## config.mk

```make
export PLATFORM = sky130hd
export DESIGN_NAME = mem_ctrl
export DESIGN_NICKNAME = d
export VERILOG_FILES = /design/src/rtl/mem_ctrl_pkg.sv /design/src/rtl/mem_ctrl.sv
export SDC_FILE = /design/constraint.sdc
export NUM_CORES = 1
export LEC_CHECK = 0
export BUFFER_PORTS_ARGS = -buffer_cell sky130_fd_sc_hd__buf_2
export CORE_AREA = 2 2 109 111
export CTS_CLUSTER_DIAMETER = 120
export DETAILED_ROUTE_END_ITERATION = 7
export DIE_AREA = 0 0 111 113
export GPL_ROUTABILITY_DRIVEN = 0
export PLACE_DENSITY = 0.93
export SLEW_MARGIN = 20
export SYNTH_ARGS = -nofsm -noshare
export SYNTH_HDL_FRONTEND = slang
export SYNTH_SLANG_ARGS = --single-unit
```

## constraint.sdc

```tcl
create_clock -name clk_in -period 7.47 [get_ports clk_in]
set_input_delay 0.747 -clock clk_in [delete_from_list [all_inputs] [get_ports clk_in]]
set_output_delay 0.747 -clock clk_in [all_outputs]
set_load 0.02 [all_outputs]
```

## src/rtl/mem_ctrl_pkg.sv

```systemverilog
// Shared encodings for the memory controller: request lengths, FSM states,
// bus owners and the default IO window base.
package mem_ctrl_pkg;

  localparam logic [1:0] LEN_B = 2'b00;
  localparam logic [1:0] LEN_H = 2'b01;
  localparam logic [1:0] LEN_W = 2'b10;

  localparam logic [31:0] MEM_IO_BASE = 32'h0003_0000;

  typedef enum logic [1:0] {
    IDLE,
    READ,
    WRITE
  } state_t;

  typedef enum logic {
    OWN_LSB,
    OWN_IF
  } owner_t;

  // Unknown length code 11 falls through to a full word.
  function automatic logic [2:0] len_bytes(input logic [1:0] len);
    case (len)
      LEN_B:   return 3'd1;
      LEN_H:   return 3'd2;
      default: return 3'd4;
    endcase
  endfunction

endpackage

```

## src/rtl/mem_ctrl.sv

```systemverilog
// Serialises LSB load/store and instruction-fetch requests onto the 8-bit
// external RAM bus, one byte per cycle, little-endian.
module mem_ctrl
  import mem_ctrl_pkg::*;
#(
  parameter int unsigned           ADDR_WIDTH = 32,
  parameter logic [ADDR_WIDTH-1:0] IO_BASE    = ADDR_WIDTH'(MEM_IO_BASE),
  parameter int unsigned           IO_SPAN    = 8
) (
  input  logic                  clk_in,
  input  logic                  rst_in,
  input  logic                  rdy_in,
  input  logic                  lsb_signal,
  input  logic                  lsb_wr,
  input  logic [1:0]            lsb_len,
  input  logic [ADDR_WIDTH-1:0] lsb_addr,
  input  logic [31:0]           lsb_din,
  output logic [31:0]           lsb_dout,
  output logic                  lsb_done,
  input  logic                  if_signal,
  input  logic [ADDR_WIDTH-1:0] if_addr,
  output logic [31:0]           if_dout,
  output logic                  if_done,
  input  logic                  clear_signal,
  input  logic [7:0]            ram_din,
  output logic [7:0]            ram_dout,
  output logic [ADDR_WIDTH-1:0] ram_a,
  output logic                  ram_wr,
  input  logic                  io_buffer_full
);

  state_t                  state_q, state_d;
  owner_t                  owner_q, owner_d;
  logic [2:0]              cnt_q, cnt_d;
  logic [2:0]              len_q, len_d;
  logic [ADDR_WIDTH-1:0]   addr_q, addr_d;
  logic [31:0]             data_q, data_d;
  logic                    lsb_done_q, if_done_q;

  logic [ADDR_WIDTH-1:0]   cur_addr;
  logic                    io_hit;
  logic                    last;
  logic                    xfer_done;
  logic [31:0]             rd_merge;

  assign cur_addr = addr_q + ADDR_WIDTH'(cnt_q);
  assign io_hit   = (cur_addr - IO_BASE) < ADDR_WIDTH'(IO_SPAN);
  assign last     = (cnt_q == len_q);

  // RAM data lags its address by one cycle, so the byte on ram_din now
  // belongs to slot cnt-1; the final byte is merged combinationally so the
  // result is ready in the done cycle.
  always_comb begin
    rd_merge = data_q;
    case (cnt_q)
      3'd1:    rd_merge[7:0]   = ram_din;
      3'd2:    rd_merge[15:8]  = ram_din;
      3'd3:    rd_merge[23:16] = ram_din;
      3'd4:    rd_merge[31:24] = ram_din;
      default: ;
    endcase
  end

  always_comb begin
    state_d   = state_q;
    owner_d   = owner_q;
    cnt_d     = cnt_q;
    len_d     = len_q;
    addr_d    = addr_q;
    data_d    = data_q;
    xfer_done = 1'b0;
    ram_wr    = 1'b0;
    ram_a     = '0;
    ram_dout  = '0;

    case (state_q)
      IDLE: begin
        // A requester keeps its signal up for one cycle after done; the
        // registered done flags keep that stale request from re-entering.
        if (rdy_in && !clear_signal) begin
          if (lsb_signal && !lsb_done_q) begin
            owner_d = OWN_LSB;
            state_d = lsb_wr ? WRITE : READ;
            len_d   = len_bytes(lsb_len);
            addr_d  = lsb_addr;
            data_d  = lsb_wr ? lsb_din : '0;
            cnt_d   = '0;
          end else if (if_signal && !if_done_q) begin
            owner_d = OWN_IF;
            state_d = READ;
            len_d   = 3'd4;
            addr_d  = if_addr;
            data_d  = '0;
            cnt_d   = '0;
          end
        end
      end

      READ: begin
        if (!last) ram_a = cur_addr;
        if (rdy_in) begin
          if (clear_signal) begin
            state_d = IDLE;
            cnt_d   = '0;
          end else if (last) begin
            xfer_done = 1'b1;
            state_d   = IDLE;
            cnt_d     = '0;
          end else begin
            data_d = rd_merge;
            cnt_d  = cnt_q + 3'd1;
          end
        end
      end

      WRITE: begin
        if (last) begin
          if (rdy_in) begin
            xfer_done = 1'b1;
            state_d   = IDLE;
            cnt_d     = '0;
          end
        end else begin
          ram_a = cur_addr;
          case (cnt_q)
            3'd0:    ram_dout = data_q[7:0];
            3'd1:    ram_dout = data_q[15:8];
            3'd2:    ram_dout = data_q[23:16];
            default: ram_dout = data_q[31:24];
          endcase
          if (!(io_hit && io_buffer_full)) begin
            ram_wr = rdy_in;
            if (rdy_in) cnt_d = cnt_q + 3'd1;
          end
        end
      end

      default: state_d = IDLE;
    endcase
  end

  assign lsb_done = xfer_done && (owner_q == OWN_LSB);
  assign if_done  = xfer_done && (owner_q == OWN_IF);
  assign lsb_dout = (lsb_done && state_q == READ) ? rd_merge : '0;
  assign if_dout  = if_done ? rd_merge : '0;

  always_ff @(posedge clk_in or negedge rst_in) begin
    if (!rst_in) begin
      state_q    <= IDLE;
      owner_q    <= OWN_LSB;
      cnt_q      <= '0;
      len_q      <= '0;
      addr_q     <= '0;
      data_q     <= '0;
      lsb_done_q <= 1'b0;
      if_done_q  <= 1'b0;
    end else if (rdy_in) begin
      state_q    <= state_d;
      owner_q    <= owner_d;
      cnt_q      <= cnt_d;
      len_q      <= len_d;
      addr_q     <= addr_d;
      data_q     <= data_d;
      lsb_done_q <= lsb_done;
      if_done_q  <= if_done;
    end
  end

endmodule

```

==> metrics.yaml, run 1 <==
placed_design:
  hpwl_mm: 14.46
  post_dp_cell_area_mm2: 0.007142
  port_buffers: 220
synth:
  yosysMostFrequentCell: "nor2_1"
  synth_top_cell_by_area: "dfrtp_1"
  synth_simple_gate_area_share_pct: 29.88
  ys.flop_type: "dfrtp_1"
  ys_types: 67
  synthArstFlopShare_pct: 100.0
  syn_area_mm2: 0.006093
  synthTopCellsByCount: "162 x nor2_1, 91 x nand2_1, 75 x dfrtp_1"
  synth_edf_count: 0
  synth_compound_area_share_pct: 20.80
  synth_xor_area_share_pct: 4.600
  seq_area_frac_synth_pct: 30.80
  synth_nets: 906
  syn_inst: 779
  synthAdderAreaFrac_pct: 2.793
  synthMuxAreaShare_pct: 5.133
  ys_seq_elements: 75
  synth_top_area_share_pct: 30.80
  syn_avg_cell_area_um2: 7.822
  synth_top_family_by_area: "simple AND/OR/NAND/NOR gates"
  synthTopCellsByArea: "dfrtp_1 31%, nor2_1 10%, nand2_1 5.6%, a221o_1 5.3%, mux2i_1 4.3%"
  yosysWarningCount: 0
critical_path:
  crit_path_start_kind: "register"
  ff2ff_path_depth: 11
  worstSetupPathType: "register to primary output"
  worstPathArrival_ns: 3.55
  cp_max_fo: 7
  end_kind: "primary output"
  cp_data_required_time_ns: 6.72
power:
  p_comb_share_pct: 56.4
  power.internal_uw: 1551
  irDropWorstVdd_uv: 283.1
  p_clk_share_pct: 14.2
  powerDensity_mw_per_mm2: 412.2
  switching_share_pct: 49.43
  p_leak_uw: 0.003860
  p_switching_uw: 1516
  pwr-share-seq_pct: 29.4
global_route:
  grt_max_degree: 76
  grt_use_total_pct: 31.04
  antenna_found_initial: 0
  grt_pass1_vias: 6407
  grt_overflow: 0
  grt_pass1_wl_mm: 31.59
cells_and_area:
  final_nets: 1079
  drive_gt1_share_pct: 28.00
  postLayoutCoreUtil_pct: 65.99
  area_delta_synth_final_pct: 22.07
  final_cell_area_mm2: 0.007438
hold_path:
  hold_depth: 2
  hold_path.class: "register to register"
sta:
  maxSlewHeadroom_pct: 23.68
  setup_viol: 0
  rsz0062_at_grt: "false"
  setup_tns_ns: 0
  worst_slew_pin_slew_ns: 1.135
  period_share_pct: 57.53
  drv_slew: 0
  finalHoldViolCount: 0
  skew_ns: 0.01071
  max_freq_mhz: 232.7
  fin_crit_ns: 4.297
  holdWs_ns: 0.5332
drt:
  drt_wl_total_mm: 19.62
  dr.pass1.iters: 5
  wl_per_cell_um: 17.82
  drc: 0
  final_antenna_net_count: 0
  drt-initial-drc-count: 562
  vias: 6766
  via_per_inst: 6.145
floorplanning:
  dieArea_mm2: 0.01254
  row_count: 39
  initial_core_util_pct: 54.06
  die_w_um: 111
  design.core.area_mm2: 0.01127
  pin_count: 221
  die_y_um: 113
cts:
  ctsRootBufferMaster: "clkbuf_16"
  postCtsSetupRepairBufs: 0
  cts_buffer_depth: 2
  cts_resized: 0
  clkTransAtPathRegs_ns: 0.06
  cts_tree: "yes"
  htreeDepth: 3
  clock_latency_ns: 0.34
  holdBufCountCts: 0
  clock-sinks: 75
  cts_made_buffers: 9
run:
  maxCapViolCount: 0
outcome:
  status: "complete, no violations"
-- sequential cells by signal, summed over array words and instances, names as in the netlist --
name / cells
addr_q: 32
cnt_q: 3
data_q: 32
if_done_q: 1
len_q: 3
lsb_done_q: 1
owner_q: 1
state_q: 2
-- power groups by stage --
stage	logic (uW)	clock network, uW	registers, uW
after floorplan	1350	0	759
after global placement	1670	0	877
after detailed placement	1710	0	891
after CTS	1720	437	886
after global routing	1880	454	928
final	1730	436	901
-- critical path: stages (launching register included) --
cell	delay (ns)
dfrtp_1	0.47
ha_1	0.21
inv_1	0.06
fa_1	0.38
and2b_1	0.34
o21ai_0	0.16
nor4_1	0.34
xnor2_1	0.19
nand4_1	0.11
or4_4	0.58
nor2_1	0.13
nor3_1	0.06
buf_2	0.18
-- cell usage in the layout (no fill, tap or decap), types with 8 or more instances in the layout --
| master | Yosys | routed |
|---|---|---|
| a21o_1 | 9 | 9 |
| a21oi_1 | 25 | 25 |
| a221o_1 | 32 | 32 |
| a222oi_1 | 8 | 8 |
| a22o_1 | 26 | 26 |
| a31oi_1 | 33 | 33 |
| and3_1 | 36 | 36 |
| buf_2 | 2 | 219 |
| buf_4 | 1 | 8 |
| clkbuf_16 | 0 | 9 |
| dfrtp_1 | 75 | 75 |
| ha_1 | 12 | 12 |
| inv_1 | 18 | 18 |
| mux2i_1 | 26 | 26 |
| nand2_1 | 91 | 91 |
| nand3_1 | 18 | 18 |
| nand4_1 | 10 | 10 |
| nor2_1 | 162 | 161 |
| nor2b_1 | 12 | 11 |
| nor3_1 | 11 | 11 |
| o21ai_0 | 10 | 10 |
| xnor2_1 | 19 | 19 |
| xor2_1 | 13 | 13 |
-- final timing paths --
path                       slack (ns)      start         end
setup reg to reg                 3.81   cnt_q[0]    cnt_q[0]
hold / removal                   0.53  if_done_q   if_done_q
max in group asynchronous        6.28     rst_in   addr_q[9]
hold reg to reg                  0.53  if_done_q   if_done_q
min in group asynchronous        0.54     rst_in  addr_q[28]
setup / recovery                 3.17   cnt_q[0]      ram_wr
-- layout make-up --
type	instances	area [um2]
antenna	1	2.502
clock buffer	9	225.2
clock inverter	7	68.82
fill	948	3834
inverter	18	67.56
multi-input combinational	621	3862
sequential	75	1877
tap	143	178.9
timing repair buffer	227	1156
-- per-layer routing --
metal | routed length (um) | share of wire, % | global-route usage [%]
met1 | 7538 | 38 | 37.30
met5 | 0 | 0 | 0
met4 | 704 | 3.6 | 13.42
met3 | 1562 | 8.0 | 5.088
met2 | 9817 | 50 | 55.30
-- cell families after synthesis --
group / count (synthesis)
simple gates: 383
compound gates: 163
flops: 75
buf+inv: 83
fa+ha+maj: 13
xor+xnor: 32
mux: 30
-- stage by stage --
step | power, uW | setup WS [ns] | instances
floorplan | 2108 | 3.923 | 779
detailed placement | 2599 | 3.557 | 1084
global placement | 2545 | 3.650 | 1084
CTS | 3040 | 3.174 | 1100
finish | 3066 | 3.173 | 1101
global route | 3263 | 2.865 | 1100
Note: power is estimated with default switching activity, not from simulation.
==> run 2: changes to the inputs <==
- ABC_AREA: not set -> 1
- CORE_AREA: 2 2 109 111 -> 2 2 120 122
- DIE_AREA: 0 0 111 113 -> 0 0 122 124
- PLACE_DENSITY: 0.93 -> 0.84
- clock period: 7.47 -> 3.7 ns (I/O delays scaled with it)
==> run 2 against run 1 <==
  * Clock skew fell by 0.0010 ns
  * Final cell count rose by 24%
  * Via count rose by 4.8%
  * Combinational power rose by 89%
  * Worst hold slack got worse by 0.38 ns
  * Non-clock buffer count rose by 4
  * Power rose by 88%
  * Sequential power rose by 81%
  * Setup slack got worse by 3.0 ns
  * Clock power rose by 100%
  * Critical path type unchanged
==> metrics.yaml, run 2 <==
synth:
  synth_top_cell_by_area: "dfrtp_1"
  syn_inst: 972
  ys_seq_elements: 75
  ys_types: 40
  synth_top_area_share_pct: 30.05
  synth_edf_count: 0
  synth_xor_area_share_pct: 0.9818
  synth_compound_area_share_pct: 14.57
  synthTopCellsByCount: "206 x nand2_1, 181 x nor2_1, 133 x inv_1"
  yosysMostFrequentCell: "nand2_1"
  syn_area_mm2: 0.006245
  yosysWarningCount: 0
  synthTopCellsByArea: "dfrtp_1 30%, nand2_1 12%, nor2_1 11%, inv_1 8.0%, o21ai_0 7.5%"
  synthArstFlopShare_pct: 100.0
  synth_simple_gate_area_share_pct: 34.88
  synth_top_family_by_area: "simple AND/OR/NAND/NOR gates"
  synth_nets: 1099
  synthMuxAreaShare_pct: 6.492
  ys.flop_type: "dfrtp_1"
  synthAdderAreaFrac_pct: 2.725
  syn_avg_cell_area_um2: 6.425
  seq_area_frac_synth_pct: 30.05
power:
  p_total_uw: 5769
  irDropWorstVdd_uv: 296.2
  powerDensity_mw_per_mm2: 737.1
  p_leak_uw: 0.004357
critical_path:
  cp_slowest_cell: "dfrtp_2"
  cp_max_fo: 6
  r2r_start: "cnt_q[0]"
  path_delay_family: "simple AND/OR/NAND/NOR gates"
  worstSetupPathType: "register to primary output"
  crit_path_start_kind: "register"
  worstPathArrival_ns: 3.14
  cpPeakStageDelay_ns: 0.41
  worstPathCellList: "ha_1 -> inv_1 -> fa_1 -> inv_1 -> nand3_1 -> nand2_4 -> nand2_2 -> nor2_4 -> nand3_1 -> nand2_1 -> nand2_1 -> nor2_1 -> nand3_1 -> nand2_1 -> nand2_1 -> a31oi_2 -> buf_4"
  path_buf_inv: 3
  end_kind: "primary output"
  cpMostUsedCell: "nand2_1"
  worstSetupStartpoint: "cnt_q[0]"
  cp_data_required_time_ns: 3.33
sta:
  maxSlewHeadroom_pct: 30.94
  skew_ns: 0.009667
  drv_slew: 0
  period_share_pct: 94.80
  timing.final.ws_setup_ns: 0.1924
  max_freq_mhz: 285.1
  fin_crit_ns: 3.508
  worst_slew_pin_slew_ns: 1.033
  finalHoldViolCount: 0
  setup_viol: 0
placed_design:
  pre_cts_ws_ns: 0.4002
  hpwl_mm: 15.38
  port_buffers: 220
drt:
  drc: 0
  via_per_inst: 5.208
  dr.pass1.iters: 5
  wl_per_cell_um: 14.41
  vias: 7088
  drt-initial-drc-count: 658
  drt_wl_total_mm: 19.62
  final_antenna_net_count: 0
cts:
  clock_latency_ns: 0.34
  cts_tree: "yes"
  ctsRootBufferMaster: "clkbuf_16"
  cts_buffer_depth: 2
  cts_made_buffers: 9
  htreeDepth: 3
  clkTransAtPathRegs_ns: 0.06
  clock-sinks: 75
hold_path:
  hold_path.class: "primary input to asynchronous set/reset pin"
floorplanning:
  row_count: 43
  pin_count: 221
  die_w_um: 122
  dieArea_mm2: 0.01513
  die_y_um: 124
  design.core.area_mm2: 0.01372
  initial_core_util_pct: 45.52
run:
  maxCapViolCount: 0
global_route:
  grt_max_degree: 76
  antenna_found_initial: 0
  grt_use_total_pct: 25.53
  grt_overflow: 0
  grt_pass1_vias: 6346
  grt_pass1_wl_mm: 30.57
cells_and_area:
  layout_common_cells: "218 x buf_2, 205 x nand2_1, 180 x nor2_1, 133 x inv_1, 93 x o21ai_0"
  fillers: 1365
  drive_gt1_share_pct: 26.50
  final_nets: 1304
  top_regs: "addr_q x32, data_q x32"
  mostFrequentLayoutCell: "buf_2"
  area_delta_synth_final_pct: 25.33
  num_antenna_cells: 0
outcome:
  status: "complete, no violations"
==> run 2: cell count changes after synthesis, moves of 15 or more <==
cell,change
a31oi_1,-31
or2_2,+31
a22o_1,-25
xnor2_1,-16
nand3_1,+18
and3_1,-36
a21oi_1,+15
inv_1,+115
nand2_1,+115
nor2_1,+19
clkbuf_1,-28
a221o_1,-32
o21ai_0,+84
==> run 2: where the power goes <==
part	internal (uW)	switching [uW]	total [uW]
Combinational	1110	2160	3270
Clock	537	337	874
Sequential	1220	407	1630
==> run 2: path summary, 6_finish.rpt <==
path / endpoint / slack (ns) / depth (start not counted)
max: ram_wr / 0.19 / 17
min: data_q[21] / 0.15 / 1
max reg2reg: cnt_q[1] / 0.80 / 21
min reg2reg: addr_q[0] / 0.50 / 2
max in group asynchronous: cnt_q[0] / 2.84 / 1
min in group clk_in: len_q[0] / 0.25 / 2
==> run 2: cell type report <==
| type | count | area [um2] | area share [%] |
|---|---|---|---|
| flip-flops and latches | 75 | 1879 | 24.01 |
| clock buffers | 11 | 242.7 | 3.102 |
| well taps | 180 | 225.2 | 2.878 |
| inverters | 134 | 503.0 | 6.427 |
| clock inverters | 4 | 51.30 | 0.6555 |
| repair buffers | 231 | 1189 | 15.19 |
| multi-input cells | 726 | 3736 | 47.74 |
==> run 2: kinds of logic after synthesis <==
family                     count (synthesis)
and+or+nand+nor                          500
buffers and inverters                    171
adders and majority gates                 13
xor gates and xnor gates                   7
DFF                                       75
muxes                                     40
AOI/OAI and AO/OA                        166
==> run 2: what timing repair did <==
action / in CTS / in global routing
setup endpoints to repair: 0 / 1
hold buffers: 0 / 0
resized for setup: 0 / 6
buffers inserted: 0 / 4
==> run 2: per-stage QoR <==
step                cell area (um2)  utilization, %  hold slack [ns]  TNS (ns)  cells
floorplan                      6245               -          0.07441         0    972
global placement               7488           54.58           0.4795         0   1342
detailed placement             7488           54.58           0.4846         0   1342
CTS                            7782           56.73           0.2146         0   1357
global route                   7826           57.05           0.2358  -0.01324   1361
finish                         7826           57.05           0.1516         0   1361
==> run 2: per-layer routing <==
layer  part of all wire [%]  global-route usage [%]  vias to the layer above
met3                    8.4                   4.258                       25
met4                    1.4                   6.609                        0
met1                     42                   34.09                     3210
met5                      0                       0                        -
met2                     48                   43.12                      344
li1                       -                       -                     3509
==> run 3: changes to the inputs <==
- ABC_AREA: 1 -> not set
- CORE_AREA: 2 2 120 122 -> 2 2 119 121
- DIE_AREA: 0 0 122 124 -> 0 0 121 123
- PLACE_DENSITY: 0.84 -> 0.83
==> run 3 against run 2 <==
  * Non-clock buffer count up 12
  * Critical path depth down 6
  * Sequential cell count unchanged
  * Sequential share of layout area up 0.33 points
  * Via count down 5.9%
  * Cell area down 1.4%
  * Wire length up 2.6%
  * Combinational power up 11%
  * Clock skew down 0.0014 ns
  * Power up 9.1%
  * Utilization down 0.37 points
==> metrics.yaml, run 3 (synthesis gave the netlist of run 1 again) <==
cells_and_area:
  final_nets: 1095
  num_antenna_cells: 0
  top_regs: "addr_q x32, data_q x32"
  final_cell_area_mm2: 0.007715
  drive_gt1_share_pct: 30.35
  layout_common_cells: "219 x buf_2, 160 x nor2_1, 90 x nand2_1, 74 x dfrtp_1, 36 x and3_1"
  area_delta_synth_final_pct: 26.61
  mostFrequentLayoutCell: "buf_2"
cts:
  cts_made_buffers: 9
  cts_tree: "yes"
  htreeDepth: 3
  clkTransAtPathRegs_ns: 0.06
  cts_buffer_depth: 2
  ctsRootBufferMaster: "clkbuf_16"
  clock_latency_ns: 0.34
  clock-sinks: 75
critical_path:
  worstPathArrival_ns: 3.25
  end_kind: "primary output"
  crit_path_start_kind: "register"
  worstSetupPathType: "register to primary output"
  cp_data_required_time_ns: 3.33
  cp_max_fo: 6
  ff2ff_path_depth: 11
placed_design:
  hpwl_mm: 14.82
  port_buffers: 220
  post_dp_cell_area_mm2: 0.007241
floorplanning:
  dieArea_mm2: 0.01488
  die_w_um: 121
  design.core.area_mm2: 0.01361
  initial_core_util_pct: 44.77
  die_y_um: 123
  pin_count: 221
  row_count: 43
hold_path:
  hold_path.class: "primary input to register"
  hold_depth: 3
global_route:
  grt_pass1_vias: 6109
  antenna_found_initial: 1
  grt_use_total_pct: 26.61
  grt_pass1_wl_mm: 30.94
  grt_max_degree: 76
  grt_overflow: 0
sta:
  worst_slew_pin_slew_ns: 0.9621
  finalHoldViolCount: 0
  max_freq_mhz: 276.5
  setup_tns_ns: 0
  maxSlewHeadroom_pct: 35.79
  fin_crit_ns: 3.617
  drv_slew: 0
  setup_viol: 0
  skew_ns: 0.008252
  period_share_pct: 97.76
drt:
  wl_per_cell_um: 17.48
  drt-initial-drc-count: 705
  drt_wl_total_mm: 20.13
  final_antenna_net_count: 0
  drc: 0
  dr.pass1.iters: 6
  via_per_inst: 5.790
  vias: 6670
outcome:
  status: "complete, no violations"
power:
  irDropWorstVdd_uv: 329.6
  p_leak_uw: 0.003967
  p_total_uw: 6292
  powerDensity_mw_per_mm2: 815.6
run:
  maxCapViolCount: 0
-- run 3: worst paths after layout --
check / from / slack (ns) / endpoint
max: cnt_q[1] / 0.08 / ram_wr
max reg2reg: cnt_q[1] / 0.22 / cnt_q[0]
min reg2reg: lsb_done_q / 0.52 / lsb_done_q
min in group asynchronous: rst_in / 0.46 / addr_q[15]
min: lsb_addr[27] / 0.28 / addr_q[27]
max in group asynchronous: rst_in / 2.65 / cnt_q[1]
-- run 3: final cells by class --
type                       count  area (um2)
tap                          180       225.2
multi-input combinational    621        3963
timing repair buffer         243        1299
fill                        1281        5897
sequential                    75        1878
clock buffer                   9       225.2
clock inverter                 6       57.56
inverter                      18       67.56
-- run 3: where the power goes --
part	total (uW)	internal (uW)	switching (uW)
registers	1800	1220	573
clock network	859	513	346
logic	3640	1460	2180
-- run 3: layer usage --
metal  track usage, %  wire length [um]  vias to the layer above
met3            4.151              1549                       40
met2            47.82             10060                      364
met4            11.26               549                        2
met1            31.57              7962                     3088
met5                0                13                        -
li1                 -                 -                     3176
-- run 3: critical path, stage by stage, from the launching register on --
cell and delay [ns]:
dfrtp_2 0.40, buf_4 0.15, ha_1 0.28, nand3_1 0.23, nand2_1 0.27, nand4_1 0.28, a21oi_1 0.28, nand3_1 0.10
or4_4 0.58, nor2_4 0.11, nor3_1 0.05, buf_2 0.17
-- run 3: metrics by stage --
step / hold slack [ns] / std cells / utilization, % / setup WS, ns
after floorplan: 0.07441 / 779 / - / 0.3704
after global placement: 0.5008 / 1128 / 53.19 / 0.2646
after detailed placement: 0.5079 / 1128 / 53.19 / 0.09298
after CTS: 0.2157 / 1147 / 55.58 / 0.01299
after global routing: 0.2786 / 1152 / 56.68 / -0.06948
final: 0.2752 / 1152 / 56.68 / 0.08279
-- run 3: what timing repair did --
item,CTS,global route
setup buffers,4,3
endpoints found under the setup margin,1,1
endpoints found under the hold margin,0,20
gates resized for setup,6,15
pin swaps,2,8
hold buffers,0,1
